`config.mk`:
```
export PLATFORM = sky130hd
export DESIGN_NAME = rf_writeback_arbiter_flat
export DESIGN_NICKNAME = d
export VERILOG_FILES = /design/src/rtl/rf_writeback_arbiter_pkg.sv /design/src/rtl/rf_writeback_arbiter_if.sv /design/src/rtl/wb_fifo.sv /design/src/rtl/rf_writeback_arbiter.sv /design/src/flat_wrapper.sv
export SDC_FILE = /design/constraint.sdc
export NUM_CORES = 1
export LEC_CHECK = 0
export ABC_CLOCK_PERIOD_IN_PS = 3200
export CORE_ASPECT_RATIO = 2
export CORE_MARGIN = 8
export CORE_UTILIZATION = 47
export CTS_CLUSTER_SIZE = 8
export DETAILED_ROUTE_END_ITERATION = 8
export PLACE_DENSITY = 0.75
export SLEW_MARGIN = 0
export SYNTH_ARGS = -nofsm -noshare
export SYNTH_HDL_FRONTEND = slang
export SYNTH_SLANG_ARGS = --single-unit
```
`constraint.sdc`:
```
create_clock -name clk -period 3.2 [get_ports clk]
set_clock_uncertainty 0.2 [all_clocks]
set_input_delay 0.64 -clock clk [delete_from_list [all_inputs] [get_ports clk]]
set_output_delay 0.64 -clock clk [all_outputs]
set_load 0.005 [all_outputs]
```
`src/rtl/rf_writeback_arbiter_pkg.sv`:
```
// Shared types and constants for the register-file writeback arbiter.
package rf_writeback_arbiter_pkg;

    localparam int unsigned REG_ADDR_W = 5;
    localparam int unsigned XLEN       = 32;
    localparam int unsigned NUM_REGS   = 32;

    // One pending writeback: destination register and result.
    typedef struct packed {
        logic [REG_ADDR_W-1:0] rd;
        logic [XLEN-1:0]       data;
    } wb_entry_t;

    // Which stored source, if any, owns the write port this cycle.
    typedef enum logic [1:0] {
        GRANT_NONE = 2'd0,
        GRANT_ALU  = 2'd1,
        GRANT_LD   = 2'd2
    } grant_e;

    // Decode a destination register into a one-hot register mask.
    function automatic logic [NUM_REGS-1:0] rd_onehot(input logic [REG_ADDR_W-1:0] rd);
        rd_onehot = NUM_REGS'(1) << rd;
    endfunction

endpackage

```
`src/rtl/rf_writeback_arbiter_if.sv`:
```
// Writeback request/response bundle between the execution units and the arbiter.
interface rf_writeback_arbiter_if;
    import rf_writeback_arbiter_pkg::*;

    logic                  alu_valid;
    logic                  alu_ready;
    logic [REG_ADDR_W-1:0] alu_rd;
    logic [XLEN-1:0]       alu_data;

    logic                  ld_valid;
    logic                  ld_ready;
    logic [REG_ADDR_W-1:0] ld_rd;
    logic [XLEN-1:0]       ld_data;

    logic                  rf_we;
    logic [REG_ADDR_W-1:0] rf_rd_addr;
    logic [XLEN-1:0]       rf_write_data;
    logic [NUM_REGS-1:0]   pending_mask;

    // Requesting side: execution units and register-file observer.
    modport master (
        output alu_valid, alu_rd, alu_data,
        output ld_valid, ld_rd, ld_data,
        input  alu_ready, ld_ready,
        input  rf_we, rf_rd_addr, rf_write_data, pending_mask
    );

    // Arbiter side.
    modport slave (
        input  alu_valid, alu_rd, alu_data,
        input  ld_valid, ld_rd, ld_data,
        output alu_ready, ld_ready,
        output rf_we, rf_rd_addr, rf_write_data, pending_mask
    );

endinterface

```
`src/rtl/wb_fifo.sv`:
```
// Small FIFO of writeback entries with an occupancy-based register mask.
module wb_fifo
    import rf_writeback_arbiter_pkg::*;
#(
    parameter int unsigned DEPTH = 2
) (
    input  logic                         clk,
    input  logic                         rst,
    input  logic                         push,
    input  logic                         pop,
    input  wb_entry_t                    push_data,
    output wb_entry_t                    head,
    output logic                         full,
    output logic                         empty,
    output logic [$clog2(DEPTH+1)-1:0]   count,
    output logic [NUM_REGS-1:0]          rd_mask
);

    localparam int unsigned PTR_W = $clog2(DEPTH);
    localparam int unsigned CNT_W = $clog2(DEPTH + 1);

    wb_entry_t        mem_q [DEPTH];
    wb_entry_t        mem_d [DEPTH];
    logic [PTR_W-1:0] wr_ptr_q, wr_ptr_d;
    logic [PTR_W-1:0] rd_ptr_q, rd_ptr_d;
    logic [CNT_W-1:0] count_q, count_d;
    logic [PTR_W-1:0] mask_idx_c;
    logic             push_ok_c;
    logic             pop_ok_c;

    assign full      = (count_q == CNT_W'(DEPTH));
    assign empty     = (count_q == '0);
    assign count     = count_q;
    assign head      = mem_q[rd_ptr_q];
    assign push_ok_c = push && !full;
    assign pop_ok_c  = pop && !empty;

    // Pointer and count update; pointers wrap explicitly at DEPTH-1.
    always_comb begin
        mem_d    = mem_q;
        wr_ptr_d = wr_ptr_q;
        rd_ptr_d = rd_ptr_q;
        count_d  = count_q;
        if (push_ok_c) begin
            mem_d[wr_ptr_q] = push_data;
            wr_ptr_d = (wr_ptr_q == PTR_W'(DEPTH - 1)) ? '0 : wr_ptr_q + PTR_W'(1);
        end
        if (pop_ok_c) begin
            rd_ptr_d = (rd_ptr_q == PTR_W'(DEPTH - 1)) ? '0 : rd_ptr_q + PTR_W'(1);
        end
        if (push_ok_c && !pop_ok_c) begin
            count_d = count_q + CNT_W'(1);
        end else if (!push_ok_c && pop_ok_c) begin
            count_d = count_q - CNT_W'(1);
        end
    end

    // Control state register.
    always_ff @(posedge clk) begin
        if (rst) begin
            wr_ptr_q <= '0;
            rd_ptr_q <= '0;
            count_q  <= '0;
        end else begin
            wr_ptr_q <= wr_ptr_d;
            rd_ptr_q <= rd_ptr_d;
            count_q  <= count_d;
        end
    end

    // Entry storage; validity is tracked by the count, so no reset needed.
    always_ff @(posedge clk) begin
        mem_q <= mem_d;
    end

    // OR of destination registers across the occupied slots.
    always_comb begin
        rd_mask    = '0;
        mask_idx_c = '0;
        for (int unsigned i = 0; i < DEPTH; i++) begin
            mask_idx_c = rd_ptr_q + PTR_W'(i);
            if (CNT_W'(i) < count_q) begin
                rd_mask = rd_mask | rd_onehot(mem_q[mask_idx_c].rd);
            end
        end
    end

endmodule

```
`src/rtl/rf_writeback_arbiter.sv`:
```
// Arbitrates ALU and load writebacks onto a single register-file write port.
module rf_writeback_arbiter
    import rf_writeback_arbiter_pkg::*;
#(
    parameter int unsigned LD_DEPTH   = 2,
    parameter int unsigned STARVE_MAX = 3
) (
    input  logic                         clk,
    input  logic                         rst,
    rf_writeback_arbiter_if.slave        bus
);

    localparam int unsigned STARVE_W = (STARVE_MAX > 0) ? $clog2(STARVE_MAX + 1) : 1;
    localparam int unsigned LD_CNT_W = $clog2(LD_DEPTH + 1);

    logic                  alu_hold_valid_q, alu_hold_valid_d;
    wb_entry_t             alu_hold_q, alu_hold_d;
    logic [STARVE_W-1:0]   starve_cnt_q, starve_cnt_d;
    logic                  rf_we_q, rf_we_d;
    logic [REG_ADDR_W-1:0] rf_rd_addr_q, rf_rd_addr_d;
    logic [XLEN-1:0]       rf_write_data_q, rf_write_data_d;

    grant_e                grant_c;
    wb_entry_t             win_c;
    wb_entry_t             ld_in_c;
    wb_entry_t             ld_head_c;
    logic                  ld_full_c;
    logic                  ld_empty_c;
    logic [LD_CNT_W-1:0]   ld_count_c;
    logic [NUM_REGS-1:0]   ld_mask_c;
    logic                  alu_ready_c;
    logic                  ld_ready_c;
    logic                  alu_push_c;
    logic                  ld_push_c;
    logic                  ld_pop_c;

    assign ld_in_c.rd   = bus.ld_rd;
    assign ld_in_c.data = bus.ld_data;

    // Load results queue here until they win the write port.
    wb_fifo #(
        .DEPTH (LD_DEPTH)
    ) u_ld_fifo (
        .clk       (clk),
        .rst       (rst),
        .push      (ld_push_c),
        .pop       (ld_pop_c),
        .push_data (ld_in_c),
        .head      (ld_head_c),
        .full      (ld_full_c),
        .empty     (ld_empty_c),
        .count     (ld_count_c),
        .rd_mask   (ld_mask_c)
    );

    // Pick one stored entry: ALU by default, load once it has starved long enough.
    always_comb begin
        grant_c = GRANT_NONE;
        if (alu_hold_valid_q && !ld_empty_c) begin
            grant_c = (starve_cnt_q == STARVE_W'(STARVE_MAX)) ? GRANT_LD : GRANT_ALU;
        end else if (alu_hold_valid_q) begin
            grant_c = GRANT_ALU;
        end else if (!ld_empty_c) begin
            grant_c = GRANT_LD;
        end
    end

    // ALU hold refills in the cycle it drains; the load FIFO never passes through when full.
    assign alu_ready_c = !alu_hold_valid_q || (grant_c == GRANT_ALU);
    assign ld_ready_c  = !ld_full_c;
    assign alu_push_c  = bus.alu_valid && alu_ready_c;
    assign ld_push_c   = bus.ld_valid && ld_ready_c;
    assign ld_pop_c    = (grant_c == GRANT_LD);
    assign win_c       = (grant_c == GRANT_LD) ? ld_head_c : alu_hold_q;

    // Next-state for the ALU hold, starvation counter and write-port outputs.
    always_comb begin
        alu_hold_valid_d = alu_hold_valid_q;
        alu_hold_d       = alu_hold_q;
        starve_cnt_d     = starve_cnt_q;
        rf_we_d          = 1'b0;
        rf_rd_addr_d     = rf_rd_addr_q;
        rf_write_data_d  = rf_write_data_q;

        if (alu_push_c) begin
            alu_hold_valid_d = 1'b1;
            alu_hold_d.rd    = bus.alu_rd;
            alu_hold_d.data  = bus.alu_data;
        end else if (grant_c == GRANT_ALU) begin
            alu_hold_valid_d = 1'b0;
        end

        if (grant_c == GRANT_LD) begin
            starve_cnt_d = '0;
        end else if ((grant_c == GRANT_ALU) && !ld_empty_c &&
                     (starve_cnt_q != STARVE_W'(STARVE_MAX))) begin
            starve_cnt_d = starve_cnt_q + STARVE_W'(1);
        end

        // x0 writes are consumed silently; address and data keep their last value.
        if ((grant_c != GRANT_NONE) && (win_c.rd != '0)) begin
            rf_we_d         = 1'b1;
            rf_rd_addr_d    = win_c.rd;
            rf_write_data_d = win_c.data;
        end
    end

    // State register; reset overrides any handshake in the same cycle.
    always_ff @(posedge clk) begin
        if (rst) begin
            alu_hold_valid_q <= 1'b0;
            alu_hold_q       <= '0;
            starve_cnt_q     <= '0;
            rf_we_q          <= 1'b0;
            rf_rd_addr_q     <= '0;
            rf_write_data_q  <= '0;
        end else begin
            alu_hold_valid_q <= alu_hold_valid_d;
            alu_hold_q       <= alu_hold_d;
            starve_cnt_q     <= starve_cnt_d;
            rf_we_q          <= rf_we_d;
            rf_rd_addr_q     <= rf_rd_addr_d;
            rf_write_data_q  <= rf_write_data_d;
        end
    end

    assign bus.alu_ready     = alu_ready_c;
    assign bus.ld_ready      = ld_ready_c;
    assign bus.rf_we         = rf_we_q;
    assign bus.rf_rd_addr    = rf_rd_addr_q;
    assign bus.rf_write_data = rf_write_data_q;
    assign bus.pending_mask  = ((alu_hold_valid_q ? rd_onehot(alu_hold_q.rd) : '0) | ld_mask_c)
                               & ~NUM_REGS'(1);

    // FIFO occupancy can never exceed its depth.
    a_ld_count_range: assert property (@(posedge clk) disable iff (rst)
        ld_count_c <= LD_CNT_W'(LD_DEPTH));

endmodule

```
`src/flat_wrapper.sv`:
```
// flat-port wrapper written by rule: the top's interface ports become plain ports
module rf_writeback_arbiter_flat import rf_writeback_arbiter_pkg::*;
#(
    parameter int unsigned LD_DEPTH   = 2,
    parameter int unsigned STARVE_MAX = 3
)
  (clk, rst, bus_alu_valid, bus_alu_rd, bus_alu_data, bus_ld_valid, bus_ld_rd, bus_ld_data, bus_alu_ready, bus_ld_ready, bus_rf_we, bus_rf_rd_addr, bus_rf_write_data, bus_pending_mask);
  rf_writeback_arbiter_if bus_i ();
  input  logic clk;
  input  logic rst;
  input wire logic [$bits(bus_i.alu_valid)-1:0] bus_alu_valid;
  input wire logic [$bits(bus_i.alu_rd)-1:0] bus_alu_rd;
  input wire logic [$bits(bus_i.alu_data)-1:0] bus_alu_data;
  input wire logic [$bits(bus_i.ld_valid)-1:0] bus_ld_valid;
  input wire logic [$bits(bus_i.ld_rd)-1:0] bus_ld_rd;
  input wire logic [$bits(bus_i.ld_data)-1:0] bus_ld_data;
  output wire logic [$bits(bus_i.alu_ready)-1:0] bus_alu_ready;
  output wire logic [$bits(bus_i.ld_ready)-1:0] bus_ld_ready;
  output wire logic [$bits(bus_i.rf_we)-1:0] bus_rf_we;
  output wire logic [$bits(bus_i.rf_rd_addr)-1:0] bus_rf_rd_addr;
  output wire logic [$bits(bus_i.rf_write_data)-1:0] bus_rf_write_data;
  output wire logic [$bits(bus_i.pending_mask)-1:0] bus_pending_mask;
  assign bus_i.alu_valid = bus_alu_valid;
  assign bus_i.alu_rd = bus_alu_rd;
  assign bus_i.alu_data = bus_alu_data;
  assign bus_i.ld_valid = bus_ld_valid;
  assign bus_i.ld_rd = bus_ld_rd;
  assign bus_i.ld_data = bus_ld_data;
  assign bus_alu_ready = bus_i.alu_ready;
  assign bus_ld_ready = bus_i.ld_ready;
  assign bus_rf_we = bus_i.rf_we;
  assign bus_rf_rd_addr = bus_i.rf_rd_addr;
  assign bus_rf_write_data = bus_i.rf_write_data;
  assign bus_pending_mask = bus_i.pending_mask;
  rf_writeback_arbiter #(.LD_DEPTH(LD_DEPTH), .STARVE_MAX(STARVE_MAX)) u_core (.clk(clk), .rst(rst), .bus(bus_i));
endmodule
```
# Word level (Yosys, flattened, before mapping)
# Index checks and enable logic that the tools add are counted.
[word_totals] reg_bits=156 input_bits=78 word_cells=85 out_inout_bits=72
[classes] shift=3 eq_ne=5 reduce_logical=23 bitwise=5 mux=24 n_lt_le_gt_ge=6 add_sub_neg=5
[op_table] op="two-way mux 37 bit" count=8
[op_table] op="two-way mux 32 bit" count=3
[op_table] op="left shift 1 x 5 -> 32 bit (first input constant)" count=3
[op_table] op="bitwise mux 74 bit" count=1
[op_table] op="OR 32 bit" count=2
[op_table] op="demux 37 bit (select 1 bit)" count=1
[op_table] op="two-way mux 2 bit" count=6
[op_table] op="logical AND 1 bit" count=11
[op_table] op="== test 2 bit (second input constant)" count=3
[op_table] op=">= comparator 2 bit (second input constant)" count=3
[op_table] op="inverter 1 -> 2 bit" count=3
[op_table] op="nonzero test 2 bit" count=3
[op_table] op="zero test 1 bit" count=5
[op_table] op="two-way mux 1 bit" count=5
[op_table] op="nonzero test 5 bit" count=1
[op_table] op="adder 2 x 1 -> 2 bit (second input constant)" count=2
[op_table] op="< comparator 1 x 2 -> 1 bit (first input constant)" count=2
[op_table] op="adder 1 bit (second input constant)" count=2
[op_table] op="== test 2 x 1 -> 1 bit (second input constant)" count=1
[op_table] op="zero test 2 bit" count=1
[op_table] op="< comparator 2 x 1 -> 1 bit (second input constant)" count=1
[op_table] op="!= test 2 bit (second input constant)" count=1
[op_table] op="OR reduction 2 bit" count=1
[op_table] op="subtractor 2 x 1 -> 2 bit (second input constant)" count=1
[op_table] op="logical OR 1 bit" count=1

# Longest topological paths before layout
[depth] depth_word=9 mapped_depth=11 ltp_nobuf=9

# Cells and area by module
# From an unflattened synthesis, not the netlist that was laid out.
[unflattened] hier_cells=641 area_unflattened_um2=7534.7
[modules_own_cells] mod="rf_writeback_arbiter" seq_area_each_um2=1561.5 cells_per_inst=424 area_per_inst_um2=4101.4 instances=1
[modules_own_cells] mod="wb_fifo" seq_area_each_um2=2302.2 cells_per_inst=217 area_per_inst_um2=3433.3 instances=1

# Worst setup path before layout
# OpenSTA, ideal clock, no wires.
[synth_timing] path_type="input to register" start="in bus_ld_valid" end="reg u_core.u_ld_fifo.mem_q[37] (netlist bit), enable pin" n_path_buf=0 cell_stages=2 required_time_ps=2564 t_arrival_ps=2588 slack_ps=-23 setup_ps=436 cell_sequence="nor2b_1 -> nor2b_1"
[synth_between] elab_chain_len=2
[synth_lines] item="start: declaration" line_no="flat_wrapper.sv:14" rtl="input wire logic [$bits(bus_i.ld_valid)-1:0] bus_ld_valid;"
[synth_lines] item="logical AND 1 bit" line_no="rf_writeback_arbiter.sv:72" rtl="assign ld_push_c = bus.ld_valid && ld_ready_c;"
[synth_lines] item="logical AND 1 bit" line_no="wb_fifo.sv:35" rtl="assign push_ok_c = push && !full;"
[synth_lines] item="end signal: assignment" line_no="wb_fifo.sv:73" rtl="mem_q <= mem_d;"
[synth_lines] item="end: declaration" line_no="wb_fifo.sv:22" rtl="wb_entry_t mem_q [DEPTH];"
# Every way passes these cells.
# A chain may end at the register's enable or synchronous reset.

# Final worst setup path
[layout_timing] start="reg u_core.u_ld_fifo.rd_ptr_q" end="out bus_pending_mask[21]"
[layout_between] elab_chain_len=9 elab_cells_between_ends=15 cone_classes="add/sub (1); shift (2); mux (8); bitwise (4)"
[layout_lines] item="start: declaration" line_no="wb_fifo.sv:25" rtl="logic [PTR_W-1:0] rd_ptr_q, rd_ptr_d;"
[layout_lines] item="start signal: assignment" line_no="wb_fifo.sv:66" rtl="rd_ptr_q <= rd_ptr_d;"
[layout_lines] item="adder 1 bit or inverter 1 -> 2 bit (tied branches)" line_no="wb_fifo.sv:81, wb_fifo.sv:83"
[layout_lines] item="inverter 1 -> 2 bit (implied by the code) or two-way mux 37 bit (tied branches)" line_no="wb_fifo.sv:83" rtl="rd_mask = rd_mask | rd_onehot(mem_q[mask_idx_c].rd);"
[layout_lines] item="two-way mux 37 bit (implied by the code) (2 in a row)" line_no="wb_fifo.sv:83"
[layout_lines] item="two-way mux 37 bit (implied by the code) or left shift 1 x 5 -> 32 bit (tied branches)" line_no="wb_fifo.sv:83, rf_writeback_arbiter_pkg.sv:23"
[layout_lines] item="left shift 1 x 5 -> 32 bit or two-way mux 32 bit (tied branches)" line_no="rf_writeback_arbiter_pkg.sv:23, wb_fifo.sv:82"
[layout_lines] item="OR 32 bit" line_no="wb_fifo.sv:83"
[layout_lines] item="two-way mux 32 bit *" line_no="wb_fifo.sv:82" rtl="if (CNT_W'(i) < count_q) begin"
[layout_lines] item="OR 32 bit *" line_no="rf_writeback_arbiter.sv:132" rtl="assign bus.pending_mask = ((alu_hold_valid_q ? rd_onehot(alu_hold_q.rd) : '0) | ld_mask_c)"
[layout_lines] item="end: declaration" line_no="flat_wrapper.sv:22" rtl="output wire logic [$bits(bus_i.pending_mask)-1:0] bus_pending_mask;"
# Every way passes the cells marked *; elsewhere a longest branch is shown, timed or not. The select of a mux whose other input is x is not followed.

==> results.md <==
Drt:
- The post-detailed-route via-to-cell ratio is 5.68.
- The total DRC errors in the routed layout is 0.
- The wire length on met2 is 12.6 mm.
- Routed signal wires occupy layers up through met4.
- The wire length per cell is 21.1 um.
- The number of DRC violations after detailed-routing iteration 0 is 270.
- The wire length after detailed routing is 22.5 mm.
- The detail route stage leaves a number of antenna-violating nets equal to 0.
- The routed design uses 1.14 mm of met3 wire.
- After detailed routing, the wire length on met1 is 7.48 mm.
- The iteration count of the initial detailed-routing pass is 5.
- The total via count after detailed routing is 6,068.

Outcome:
- The flow ran to the end, and the final reports show no timing, DRC or antenna violations.

Floorplan:
- For this configuration, the core starts out at a cell density of 0.479.
- The count of pins on the block boundary is 150.
- The full die area is 20,100 sq um.
- Measured along the y axis, the die boundary spans 193 um.
- The area inside the core boundary is 15,300 sq um.
- The overall die width is 104 um.
- In this run the core area contains 64 standard-cell rows.

Global routing:
- The pin count of the biggest net entering global routing is 36.
- The via count of the first global-routing pass came to 6,402.
- Global routing finished with a remaining overflow of 0.
- The first global-routing pass estimated 34.7 mm of wire.
- The initial antenna violation count was 0.
- In the global route stage, overall resource usage came out at 0.222.

STA:
- The count of final setup violators is 0.
- The actual slew at the worst max-slew pin is 0.849 ns.
- The final number of max-transition violations was 0.
- The number of hold violations in the final report is 0.
- Measured against its own limit, the worst slew margin works out to 0.433.
- Setup repair after global routing could not meet its margin everywhere.
- Summed over all failing endpoints, the final setup total negative slack is 0 ns.
- The worst path in the final design needs a cycle of 3.19 ns, including I/O delays and setup.
- The maximum clock rate is 313 MHz.
- The share of the clock period used by the worst path is 0.998.

Yosys:
- The net count of the mapped netlist is 766.
- The synthesized area per cell is 10.7 sq um.
- Synthesis produced 683 cells.
- After synthesis, the netlist uses 50 different library cells.
- The flip-flop and latch count after synthesis is 156.
- The warning count from the yosys run is 0.
- The share of the Yosys chip area taken by registers is 0.527.
- The summed instance area of the synthesized netlist is 7330 sq um.

Placed design:
- The number of buffers added on ports is 148.
- Routability-driven placement finished with a final weighted congestion of 0.956.
- Detailed placement finished with a half-perimeter wire length of 16.2 mm.

Setup path:
- Counting both buffers and inverters, the worst setup path holds a total of 2.
- The critical path goes through buf_4 > or3b_1 > a21oi_2 > a22oi_1 > nand2_1 > clkdlybuf4s50_1.
- The data arrival time of the critical path is 2.35 ns.
- The endpoint required time on the critical path is 2.36 ns.
- The launch point of the worst path is u_core.u_ld_fifo.rd_ptr_q.
- The maximum single-stage delay on the critical path is 0.50 ns.
- STA classifies the critical path endpoint as an output port.
- The maximum fanout along the worst path is 9.
- The startpoint class of the critical path is a register.
- The cell family contributing the most delay on the critical path is buffers and inverters.
- The worst setup path category is register to output port.
- Among all stages on the critical path, the largest delay is contributed by sky130_fd_sc_hd__clkdlybuf4s50_1.
- The worst register-to-register path begins at u_core.u_ld_fifo.rd_ptr_q.

Clocking:
- The longest clock path from root to sink contains 2 buffers.
- The clock latency on the worst-skew pair is 0.41 ns.
- After clock tree synthesis, the clock-pin slew on the worst setup and hold paths is 0.06 ns.
- The clock buffer count from CTS is 17.
- The clock tree synthesis step divided the H-tree into 4 levels.
- TritonCTS built the clock tree.
- For this design, the CTS-stage hold fixing added 0 buffers.
- The clock net in this run drives a total of 156 sinks.
- The cell chosen for the clock root is sky130_fd_sc_hd__clkbuf_16.

Worst hold path:
- The critical hold path startpoint is u_core.alu_hold_q[19].
- In this run the worst hold path is classified as register to register.

Cells and area:
- The antenna diode count is 0.
- Leaving out fill and tap cells, the most frequent cell in the layout is sky130_fd_sc_hd__nand2_1.
- The top cell types in the final layout, fill and taps aside, are sky130_fd_sc_hd__nand2_1, sky130_fd_sc_hd__clkdlybuf4s50_1, sky130_fd_sc_hd__dfxtp_1.
- The count of filler cells inserted in the layout is 1,187.
- The final layout net count is 940.
- Relative to the synthesized area, the layout overhead comes to 37.4%.
- The fraction of layout instances using a drive strength above 1 is 0.195.

Power:
- The power density over the cells is 697 nW/um^2.
- After layout, the design draws a total of 0.00702 W.
- Across the VDD grid, the largest voltage drop is 0.000607 V.
- The analysis attributes to cell leakage a power of 3.81 nW.

Run:
- The number of violations of the max-capacitance limit is 0.
worst register-to-register path: cells and delay by family (launching register included):
kind | cells | cell delay (ns)
DFF | 1 | 0.41
buffers and inverters | 3 | 0.76
and+or+nand+nor | 1 | 0.31
AOI/OAI and AO/OA | 3 | 0.82
where the power goes:
| part | switching [W] | internal (W) | total [W] |
|---|---|---|---|
| Sequential | 0.000280 | 0.00250 | 0.00278 |
| Combinational | 0.00120 | 0.00113 | 0.00234 |
| Clock | 0.000814 | 0.00109 | 0.00190 |
final timing paths:
kind | endpoint | slack, ns | depth (start not counted)
setup / recovery | bus_pending_mask[21] | 0.005 | 6
setup reg to reg | u_core.bus.rf_write_data[29] | 0.64 | 7
hold / removal | u_core.alu_hold_q[19] | 0.26 | 2
hold reg to reg | u_core.alu_hold_q[19] | 0.26 | 2
sequential cells by signal (all words and copies together) (netlist names):
| signal | cells |
|---|---|
| u_core.bus.rf_write_data | 32 |
| u_core.u_ld_fifo.wr_ptr_q | 1 |
| u_core.u_ld_fifo.count | 2 |
| u_core.starve_cnt_q | 2 |
| u_core.alu_hold_valid_q | 1 |
| u_core.bus.rf_rd_addr | 5 |
| u_core.u_ld_fifo.mem_q | 74 |
| u_core.bus.rf_we | 1 |
| u_core.u_ld_fifo.rd_ptr_q | 1 |
| u_core.alu_hold_q | 37 |
cell type report:
cell class / count / area (sq um) / share of cell area
Clock inverter: 13 / 131 / 0.0130
Multi-Input combinational cell: 442 / 3290 / 0.326
Sequential cell: 156 / 3870 / 0.384
Tap cell: 198 / 248 / 0.0246
Timing Repair Buffer: 195 / 1930 / 0.192
Inverter: 45 / 171 / 0.0170
Clock buffer: 19 / 433 / 0.0430
metal layers:
metal,global-route usage,vias to the layer above
met4,0.150,0
li1,-,2827
met1,0.202,2915
met2,0.429,260
met3,0.0441,66
met5,0,-
kinds of logic (layout without fill, tap and decap cells):
family,after synthesis,count (layout),synth area share
AND/OR/NAND/NOR,211,211,0.141
other,1,1,0.000511
adder cells (fa/ha/maj),5,5,0.00853
AO/OA/AOI/OAI,176,176,0.201
multiplexers,44,44,0.0613
XOR/XNOR,5,5,0.00597
buffers and inverters,85,272,0.0555
flip-flops,156,156,0.527
what timing repair did:
item,4_1_cts,5_1_grt
pin swaps,7,4
setup buffers,12,10
cloned,0,0
hold endpoints to repair,0,0
gates resized for setup,31,39
setup endpoints to repair,30,28
Yosys cell counts (all sizes together):
| cell type | number | share of area |
|---|---|---|
| nand2 | 142 | 0.073 |
| dfxtp | 82 | 0.22 |
| edfxtp | 74 | 0.30 |
| a21oi | 65 | 0.049 |
| a22oi | 63 | 0.065 |
| inv | 45 | 0.023 |
| mux2i | 40 | 0.055 |
| buf | 34 | 0.029 |
| o221ai | 33 | 0.066 |
| nor2 | 14 | 0.0094 |
| nor3 | 13 | 0.013 |
| nand3b | 10 | 0.010 |
| or3b | 8 | 0.0096 |
| clkbuf | 6 | 0.0031 |
| nand3 | 6 | 0.0048 |
| nor2b | 6 | 0.0061 |
| ha | 5 | 0.0085 |
| nand2b | 5 | 0.0043 |
| o22ai | 5 | 0.0043 |
| mux2 | 4 | 0.0067 |
| xor2 | 3 | 0.0036 |
| and2 | 2 | 0.0017 |
| nor3b | 2 | 0.0043 |
| o21a | 2 | 0.0020 |
| or3 | 2 | 0.0017 |
| xnor2 | 2 | 0.0024 |
| a2111oi | 1 | 0.0038 |
| a31oi | 1 | 0.00085 |
| a32o | 1 | 0.0014 |
| conb | 1 | 0.00051 |
| nor4 | 1 | 0.0029 |
| o2111ai | 1 | 0.0020 |
| o211ai | 1 | 0.0010 |
| o21ai | 1 | 0.00068 |
| o311a | 1 | 0.0029 |
| o31a | 1 | 0.0024 |
per-stage QoR:
stage | cells | hold slack, ns | setup WS (ns) | util | cell area, sq um
final | 1068 | 0.256 | 0.00501 | 0.658 | 10100
after global routing | 1068 | 0.278 | -0.0737 | 0.658 | 10100
after CTS | 1058 | 0.256 | -0.00875 | 0.643 | 9840
after detailed placement | 1014 | 0.247 | 0.211 | 0.594 | 9080
after global placement | 1014 | 0.243 | 0.180 | 0.594 | 9080
after floorplan | 683 | 0.236 | 0.666 | - | 7330
(Power assumes the default switching activity.)
